**config.mk**
```make
export PLATFORM = sky130hd
export DESIGN_NAME = hub75_scan_ctrl
export DESIGN_NICKNAME = d
export VERILOG_FILES = /design/src/rtl/hub75_scan_ctrl.sv
export SDC_FILE = /design/constraint.sdc
export NUM_CORES = 1
export LEC_CHECK = 0
export ABC_CLOCK_PERIOD_IN_PS = 8700
export BUFFER_PORTS_ARGS = -buffer_cell sky130_fd_sc_hd__buf_2
export CAP_MARGIN = 20
export CORE_ASPECT_RATIO = 1.4
export CORE_MARGIN = 8
export CORE_UTILIZATION = 33
export DETAILED_ROUTE_END_ITERATION = 6
export GPL_TIMING_DRIVEN = 0
export HOLD_SLACK_MARGIN = 0.06
export MAX_ROUTING_LAYER = met4
export PLACE_DENSITY = 0.65
export SLEW_MARGIN = 25
export SYNTH_ARGS = -nofsm -noshare
export SYNTH_HDL_FRONTEND = slang
export SYNTH_SLANG_ARGS = --single-unit
```
**constraint.sdc**
```tcl
create_clock -name clk -period 8.7 [get_ports clk]
set_input_delay 0.87 -clock clk [delete_from_list [all_inputs] [get_ports clk]]
set_output_delay 0.87 -clock clk [all_outputs]
set_load 0.1 [all_outputs]
```
**src/rtl/hub75_scan_ctrl.sv**
```systemverilog
// rtl/hub75_scan_ctrl.sv - HUB75 read-side scan sequencer with BCM timing and frame-boundary buffer swap
// Outputs are registered from next-state values, so every output lines up with the visible state.
module hub75_scan_ctrl #(
    parameter int N_ROWS_MAX       = 64,
    parameter int N_COLS_MAX       = 256,
    parameter int BITDEPTH_MAX     = 8,
    parameter int CTRL_REG_WIDTH   = 32,
    parameter int DISPLAY_BASE     = 4,
    parameter int ROW_W            = $clog2(N_ROWS_MAX / 2),
    parameter int COL_W            = $clog2(N_COLS_MAX),
    parameter int MEM_R_ADDR_WIDTH = ROW_W + COL_W
) (
    input  logic                               clk,
    input  logic                               rst,
    input  logic                               ctrl_en,
    input  logic [CTRL_REG_WIDTH-1:0]          ctrl_bitdepth,
    input  logic                               swap_req,
    output logic                               swap_ack,
    output logic                               frame_done,
    output logic                               fb_r_en,
    output logic                               fb_r_buffer,
    output logic [MEM_R_ADDR_WIDTH-1:0]        fb_r_addr,
    output logic [$clog2(BITDEPTH_MAX)-1:0]    fb_r_bit,
    input  logic [5:0]                         fb_r_dout,
    output logic [5:0]                         hub_rgb,
    output logic                               hub_clk,
    output logic                               hub_lat,
    output logic                               hub_oe_n,
    output logic [ROW_W-1:0]                   hub_addr
);

    localparam int BIT_W     = $clog2(BITDEPTH_MAX);
    localparam int SHIFT_LEN = 2 * N_COLS_MAX + 2;
    localparam int DISP_MAX  = DISPLAY_BASE << (BITDEPTH_MAX - 1);
    localparam int CNT_MAX   = (SHIFT_LEN > DISP_MAX) ? SHIFT_LEN : DISP_MAX;
    localparam int CNT_W     = $clog2(CNT_MAX + 1);

    typedef enum logic [2:0] {
        S_IDLE,
        S_SHIFT,
        S_LATCH,
        S_DISPLAY,
        S_ADVANCE
    } state_t;

    state_t                 state_q, state_d;
    logic [CNT_W-1:0]       cnt_q, cnt_d;
    logic [ROW_W-1:0]       row_q, row_d;
    logic [BIT_W-1:0]       bit_q, bit_d;
    logic [BIT_W-1:0]       bit_last_q, bit_last_d;

    logic                   fb_r_en_q, fb_r_en_d;
    logic                   fb_r_buffer_q, fb_r_buffer_d;
    logic [MEM_R_ADDR_WIDTH-1:0] fb_r_addr_q, fb_r_addr_d;
    logic [BIT_W-1:0]       fb_r_bit_q, fb_r_bit_d;
    logic [5:0]             hub_rgb_q, hub_rgb_d;
    logic                   hub_clk_q, hub_clk_d;
    logic                   hub_lat_q, hub_lat_d;
    logic                   hub_oe_n_q, hub_oe_n_d;
    logic [ROW_W-1:0]       hub_addr_q, hub_addr_d;
    logic                   frame_done_q, frame_done_d;
    logic                   swap_ack_q, swap_ack_d;

    logic                   frame_last;
    logic                   frame_end_c;
    logic                   swap_c;
    logic [CNT_W-1:0]       disp_last;

    // Out-of-range plane counts fall back to the full depth.
    function automatic logic [BIT_W-1:0] plane_last(input logic [CTRL_REG_WIDTH-1:0] bd);
        if (bd != '0 && bd <= CTRL_REG_WIDTH'(BITDEPTH_MAX))
            return BIT_W'(bd - 1'b1);
        else
            return BIT_W'(BITDEPTH_MAX - 1);
    endfunction

    assign frame_last = (&row_q) && (bit_q == bit_last_q);
    assign disp_last  = CNT_W'((DISPLAY_BASE << bit_q) - 1);

    always_ff @(posedge clk) begin
        if (rst) begin
            state_q    <= S_IDLE;
            cnt_q      <= '0;
            row_q      <= '0;
            bit_q      <= '0;
            bit_last_q <= '0;
        end else begin
            state_q    <= state_d;
            cnt_q      <= cnt_d;
            row_q      <= row_d;
            bit_q      <= bit_d;
            bit_last_q <= bit_last_d;
        end
    end

    always_comb begin
        state_d     = state_q;
        cnt_d       = cnt_q;
        row_d       = row_q;
        bit_d       = bit_q;
        bit_last_d  = bit_last_q;
        frame_end_c = 1'b0;
        swap_c      = 1'b0;
        case (state_q)
            S_IDLE: begin
                if (ctrl_en) begin
                    state_d    = S_SHIFT;
                    cnt_d      = '0;
                    bit_last_d = plane_last(ctrl_bitdepth);
                end
            end
            S_SHIFT: begin
                if (cnt_q == CNT_W'(SHIFT_LEN - 1)) begin
                    state_d = S_LATCH;
                    cnt_d   = '0;
                end else begin
                    cnt_d = cnt_q + 1'b1;
                end
            end
            S_LATCH: begin
                state_d = S_DISPLAY;
                cnt_d   = '0;
            end
            S_DISPLAY: begin
                if (cnt_q == disp_last) begin
                    state_d     = S_ADVANCE;
                    frame_end_c = frame_last;
                    swap_c      = frame_last && swap_req;
                end else begin
                    cnt_d = cnt_q + 1'b1;
                end
            end
            S_ADVANCE: begin
                cnt_d = '0;
                if (bit_q == bit_last_q) begin
                    bit_d = '0;
                    row_d = row_q + 1'b1;
                end else begin
                    bit_d = bit_q + 1'b1;
                end
                state_d = S_SHIFT;
                if (frame_last) begin
                    if (ctrl_en)
                        bit_last_d = plane_last(ctrl_bitdepth);
                    else
                        state_d = S_IDLE;
                end
            end
            default: state_d = S_IDLE;
        endcase
    end

    // Column c is read at t=2c and its data arrives one cycle later at t=2c+1.
    always_comb begin
        fb_r_en_d     = (state_d == S_SHIFT) && !cnt_d[0] && (cnt_d < CNT_W'(2 * N_COLS_MAX));
        fb_r_addr_d   = fb_r_en_d ? {row_d, cnt_d[COL_W:1]} : fb_r_addr_q;
        fb_r_bit_d    = fb_r_en_d ? bit_d : fb_r_bit_q;
        fb_r_buffer_d = fb_r_buffer_q ^ swap_c;
        hub_rgb_d     = hub_rgb_q;
        if ((state_q == S_SHIFT) && cnt_q[0] && (cnt_q < CNT_W'(2 * N_COLS_MAX)))
            hub_rgb_d = fb_r_dout;
        hub_clk_d     = (state_d == S_SHIFT) && cnt_d[0] && (cnt_d >= CNT_W'(3));
        hub_lat_d     = (state_d == S_LATCH);
        hub_oe_n_d    = (state_d != S_DISPLAY);
        hub_addr_d    = (state_d == S_LATCH) ? row_d : hub_addr_q;
        frame_done_d  = frame_end_c;
        swap_ack_d    = swap_c;
    end

    always_ff @(posedge clk) begin
        if (rst) begin
            fb_r_en_q     <= 1'b0;
            fb_r_buffer_q <= 1'b0;
            fb_r_addr_q   <= '0;
            fb_r_bit_q    <= '0;
            hub_rgb_q     <= '0;
            hub_clk_q     <= 1'b0;
            hub_lat_q     <= 1'b0;
            hub_oe_n_q    <= 1'b1;
            hub_addr_q    <= '0;
            frame_done_q  <= 1'b0;
            swap_ack_q    <= 1'b0;
        end else begin
            fb_r_en_q     <= fb_r_en_d;
            fb_r_buffer_q <= fb_r_buffer_d;
            fb_r_addr_q   <= fb_r_addr_d;
            fb_r_bit_q    <= fb_r_bit_d;
            hub_rgb_q     <= hub_rgb_d;
            hub_clk_q     <= hub_clk_d;
            hub_lat_q     <= hub_lat_d;
            hub_oe_n_q    <= hub_oe_n_d;
            hub_addr_q    <= hub_addr_d;
            frame_done_q  <= frame_done_d;
            swap_ack_q    <= swap_ack_d;
        end
    end

    assign fb_r_en     = fb_r_en_q;
    assign fb_r_buffer = fb_r_buffer_q;
    assign fb_r_addr   = fb_r_addr_q;
    assign fb_r_bit    = fb_r_bit_q;
    assign hub_rgb     = hub_rgb_q;
    assign hub_clk     = hub_clk_q;
    assign hub_lat     = hub_lat_q;
    assign hub_oe_n    = hub_oe_n_q;
    assign hub_addr    = hub_addr_q;
    assign frame_done  = frame_done_q;
    assign swap_ack    = swap_ack_q;

endmodule

```
* After elaboration in Yosys (flattened, before gate mapping)
Cells that the tools add are included.
** Word-level totals
- RAM bits :: 0
- Latch bits :: 0
- Memories :: 0
- Flip-flop bits (word level) :: 58
- Word-level logic and storage cells :: 77
- ROM bits :: 0
- Output and inout bits :: 34
- Bits of input ports :: 42
** Operators by class
- Equal/unequal tests :: 11
- $mul :: 0
- Div/mod/pow operators :: 0
- Multiplexer cells :: 20
- $lt $le $gt $ge :: 4
- Bitwise gates (word level) :: 3
- Add/sub/neg operators :: 5
- Reduce and logical (&&, ||, !) cells :: 17
- Shift operators :: 1
** Operators with widths (count)
- $pmux 10 s4 :: 1
- $le 32x4->1 const B :: 1
- $reduce_bool 32->1 :: 1
- $mux 10 :: 3
- $mux 3 :: 8
- $lt 10x10->1 const B :: 2
- $pmux 3 s5 :: 1
- $add 10x1->10 const B :: 1
- $eq 10x10->1 :: 1
- $eq 10x10->1 const B :: 1
- $ge 10x2->1 const B :: 1
- $mux 5 :: 2
- $shl 3x3->10 const A :: 1
- $sub 10x2->10 const B :: 1
- $eq 3x2->1 const B :: 3
- $logic_and 1x1->1 :: 9
- $eq 3x1->1 const B :: 2
- $pmux 3 s2 :: 1
- $add 5x1->5 const B :: 1
- $reduce_and 5->1 :: 1
- $mux 1 :: 4
- $add 3x1->3 const B :: 1
- $eq 3x3->1 :: 1
- $eq 3x3->1 const B :: 1
- other kinds (11) :: 12

* Depth between registers and ports, before layout
- Depth in word-level cells :: 8
- Depth in mapped cells :: 13
- Mapped depth without buffers :: 12

* Worst setup path after synthesis
No wires, ideal clock.
- Kind :: register -> register
- Start :: reg bit_q[2]
- End :: reg fb_r_addr_q[10], in the netlist fb_r_addr[10]
- Data arrival time :: 2.923 ns
- Path slack :: 5.656 ns
- Stages on the path, launching flop included :: 13
- Period minus slack after synthesis :: 3.044 ns
- Cells stage by stage :: dfxtp_1 > buf_2 > inv_1 > ha_1 > nor4_1 > xnor2_1 > nor4_4 > nand4_1 > o21a_2 > a2bb2oi_1 > o21ai_4 > buf_12 > mux2_4
** On the way
- Cells in the longest elaborated chain, start to end :: 8
- Elaborated cells on any way between the ends :: 17
- Classes of those cells :: add/sub (1); order compare (1); eq/ne (3); shift (1); mux (7); reduce/logical (4)
** Ends and longest elaborated chain
- start: declaration :: line 49 : logic [BIT_W-1:0] bit_q, bit_d;
- start signal: assignment :: line 91 : bit_q <= bit_d;
- parallel branches: the longest is 8 deep, another holds $sub 10x2->10
- end signal: assignment :: line 186 : fb_r_addr_q <= fb_r_addr_d;
- end: declaration :: line 54 : logic [MEM_R_ADDR_WIDTH-1:0] fb_r_addr_q, fb_r_addr_d;
Parallel ways; which one is timed is not known.
A chain may end at the register's enable or synchronous reset.

* Worst setup path after layout
- Start :: reg bit_q[2]
- End :: reg fb_r_addr_q[12], in the netlist fb_r_addr[12]
The elaborated chain is that of the path after synthesis.

==> results.sh <==
export IMPL_cellPowerDensity_nw_per_um2=170
export IMPL_globalplace_congestion=0.929
export IMPL_cts_root_buffer_cell="sky130_fd_sc_hd__clkbuf_16"
export IMPL_setup_violations_final=0
export IMPL_die_h_um=131
export IMPL_num_antenna_cells=0
export IMPL_grt_usage_pct=14.1
export IMPL_placed_cells_incl_taps=536
export IMPL_via_per_inst=5.07
export IMPL_synth_ff_latch_count=58
export IMPL_start_util_pct=33.5
export IMPL_timing_setup_critical_path_class="reg2reg"
export IMPL_overflow=0
export IMPL_portBuffers=74
export IMPL_timing_hold_worst_class="reg2reg"
export IMPL_grt_start_max_net_pins=11
export IMPL_placeableCoreArea_um2=9350
export IMPL_ys_top_cells_by_count="sky130_fd_sc_hd__dfxtp_1 (58), sky130_fd_sc_hd__nor2_1 (38), sky130_fd_sc_hd__nand2_1 (21)"
export IMPL_antenna_found_initial=0
export IMPL_overall_power_uw=664
export IMPL_cp_start_kind="flop"
export IMPL_cts_htree_levels=3
export IMPL_rsz0062_at_grt="false"
export IMPL_setup_worst_path_end_class="flop"
export IMPL_mappedNetlistArea_um2=3130
export IMPL_period_share_pct=39.5
export IMPL_total_length_of_routed_wires_um=8480
export IMPL_max_freq_ghz=0.291
export IMPL_post_route_cells_drive_above_1_share_pct=26.9
export IMPL_synth_main_ff_cell="sky130_fd_sc_hd__dfxtp_1"
export IMPL_worst_ep_arrival_time_ns=3.65
export IMPL_slew_headroom_pct=55.1
export IMPL_cts_hold_repair_buffers=0
export IMPL_outcome="finished, final reports clean"
export IMPL_period_minus_ws_final_ns=3.44
export IMPL_final_instance_count_excl_fill=552
export IMPL_hpwlAfterDp_um=6380
export IMPL_clock_path_buffers=2
export IMPL_netlist_instances=352
export IMPL_transition_time_at_the_pin_with_the_least_slew_margin_ns=0.669
export IMPL_drt_first_iter_violations=137
export IMPL_post_cts_resize_count=0
export IMPL_finalHoldViolations=0
export IMPL_synth_yosys_seq_area_share_pct=37.1
export IMPL_most_instantiated_library_cell_after_synthesis="sky130_fd_sc_hd__dfxtp_1"
export IMPL_synth_edff_count=0
export IMPL_io_pin_count=76
export IMPL_rows=42
export IMPL_placed_cell_area_um2=3640
export IMPL_synthToLayoutAreaGrowth_pct=24.7
export IMPL_critical_path_max_fanout=10
export IMPL_floorplan_die_width_um=98.3
export IMPL_num_vias=2799
export IMPL_tritoncts="done"
export IMPL_clock_latency_ns=0.33
export IMPL_detail_route_wl_per_cell_um=15.4
export IMPL_tritoncts_num_sinks=58
export IMPL_first_global_vias=3010
export IMPL_detailedRoute_firstPassIterationCount=4
export IMPL_ys_types=52
export IMPL_floorplan_die_area_um2=12900
export IMPL_synth_top_area_share_pct=37.1
export IMPL_cellLeakagePower_uw=0.00171
export IMPL_fin_area_um2=3910
export IMPL_synth_area_leader_cell="sky130_fd_sc_hd__dfxtp_1"
export IMPL_cts_inserted_buffers=9
export IMPL_synthArstFlopShare_pct=0
export IMPL_grt_pass1_wl_um=14400
export IMPL_post_cts_repair_setup_buffers=0
export IMPL_finClkSkew_ns=0.00467
export IMPL_ys_warn_count=0
export IMPL_detail_route_drc_violations=0
export IMPL_synthesis_nets=406
export IMPL_detail_route_antenna_nets=0
export IMPL_cp_required_ns=8.91
export IMPL_slew_viol_final=0
export IMPL_nFillCells=944
export IMPL_peakVddDrop_mv=0.109
export IMPL_synth_area_per_cell_um2=8.90
export IMPL_yosys_top_cells_area="sky130_fd_sc_hd__dfxtp_1 (37%), sky130_fd_sc_hd__ha_1 (4.8%), sky130_fd_sc_hd__nor2_1 (4.6%)"
export IMPL_max_cap_violations=0
export IMPL_nNetsFinal=491
export IMPL_path_clk_slew_ns=0.05
export IMPL_totalNegativeSetupSlack_ns=0
==> per-layer routing <==
metal	global-route usage, %	vias up	part of all wire [%]
li1	-	1424	-
met1	14.8	1298	42
met2	24.7	66	52
met3	3.91	11	4.3
met4	5.14	0	1.5
met5	-	-	0
==> cell type report <==
cell class | count | area (um2) | area share [%]
plain buffers | 25 | 118 | 3.01
clock inverters | 3 | 15.0 | 0.384
well taps | 110 | 138 | 3.52
flip-flops and latches | 58 | 1160 | 29.7
clock buffers | 13 | 250 | 6.41
inverters | 13 | 48.8 | 1.25
multi-input cells | 256 | 1800 | 46.2
repair buffers | 74 | 370 | 9.48
==> final timing paths <==
| check | from | to | slack [ns] | cells after the start |
|---|---|---|---|---|
| hold reg to reg | bit_last_q[2] | bit_last_q[2] | 0.48 | 2 |
| hold / removal | bit_last_q[2] | bit_last_q[2] | 0.48 | 2 |
| setup / recovery | bit_q[2] | fb_r_addr[12] | 5.26 | 12 |
| setup reg to reg | bit_q[2] | fb_r_addr[12] | 5.26 | 12 |
==> placed cells by master (no fill, tap or decap), types with 4 or more instances in the layout <==
cell type / netlist / layout
sky130_fd_sc_hd__ha_1: 12 / 12
sky130_fd_sc_hd__dfxtp_1: 58 / 58
sky130_fd_sc_hd__nand3_1: 12 / 12
sky130_fd_sc_hd__clkbuf_1: 16 / 19
sky130_fd_sc_hd__nor3_1: 10 / 10
sky130_fd_sc_hd__a311oi_1: 4 / 4
sky130_fd_sc_hd__nor2_1: 38 / 38
sky130_fd_sc_hd__nor2b_1: 20 / 20
sky130_fd_sc_hd__nand4_1: 8 / 8
sky130_fd_sc_hd__nor4_1: 10 / 10
sky130_fd_sc_hd__mux2_4: 8 / 8
sky130_fd_sc_hd__mux2_2: 8 / 8
sky130_fd_sc_hd__inv_1: 13 / 13
sky130_fd_sc_hd__xor2_1: 8 / 8
sky130_fd_sc_hd__buf_2: 5 / 79
sky130_fd_sc_hd__a21oi_1: 10 / 10
sky130_fd_sc_hd__clkbuf_16: 0 / 9
sky130_fd_sc_hd__xnor2_1: 15 / 15
sky130_fd_sc_hd__a31oi_1: 9 / 9
sky130_fd_sc_hd__a211oi_1: 5 / 5
sky130_fd_sc_hd__nand2_1: 21 / 21
sky130_fd_sc_hd__and3_1: 5 / 5
sky130_fd_sc_hd__mux2i_1: 10 / 10
==> cells by family after synthesis <==
logic type               synth area share, %
flip-flops                              37.1
XOR/XNOR                                6.43
multiplexers                            9.91
AO/OA/AOI/OAI                           12.3
AND/OR/NAND/NOR                         24.2
buffers and inverters                   5.31
adder cells (fa/ha/maj)                 4.79
==> stage by stage <==
| step | utilization, % | setup slack (ns) | hold WS [ns] |
|---|---|---|---|
| floorplan | - | 5.66 | 0.458 |
| global placement | 38.9 | 5.28 | 0.474 |
| detailed placement | 38.9 | 5.25 | 0.474 |
| CTS | 41.7 | 5.24 | 0.480 |
| global route | 41.7 | 4.99 | 0.509 |
| finish | 41.7 | 5.26 | 0.478 |
==> critical path: stages, from the launching register on <==
cell	delay, ns
sky130_fd_sc_hd__dfxtp_1	0.36
sky130_fd_sc_hd__buf_2	0.23
sky130_fd_sc_hd__inv_1	0.08
sky130_fd_sc_hd__ha_1	0.27
sky130_fd_sc_hd__nor4_1	0.34
sky130_fd_sc_hd__xnor2_1	0.15
sky130_fd_sc_hd__nor4_4	0.38
sky130_fd_sc_hd__nand4_1	0.16
sky130_fd_sc_hd__o21a_2	0.29
sky130_fd_sc_hd__a2bb2oi_1	0.19
sky130_fd_sc_hd__o21ai_4	0.35
sky130_fd_sc_hd__buf_12	0.20
sky130_fd_sc_hd__mux2_4	0.30
==> power by group <==
part | internal, uW | switching, uW
combinational | 27.7 | 49.0
clock | 199 | 115
sequential | 271 | 2.69
total | 497 | 167
==> flip-flops by register name, summed over array words and instances, names as in the netlist <==
name	flops
fb_r_buffer	1
fb_r_addr	13
state_q	3
swap_ack	1
cnt_q	10
fb_r_bit	3
hub_oe_n	1
bit_last_q	3
hub_addr	5
frame_done	1
row_q	5
hub_lat	1
bit_q	3
hub_clk	1
hub_rgb	6
fb_r_en	1
Power figures use the tool's default switching activity.
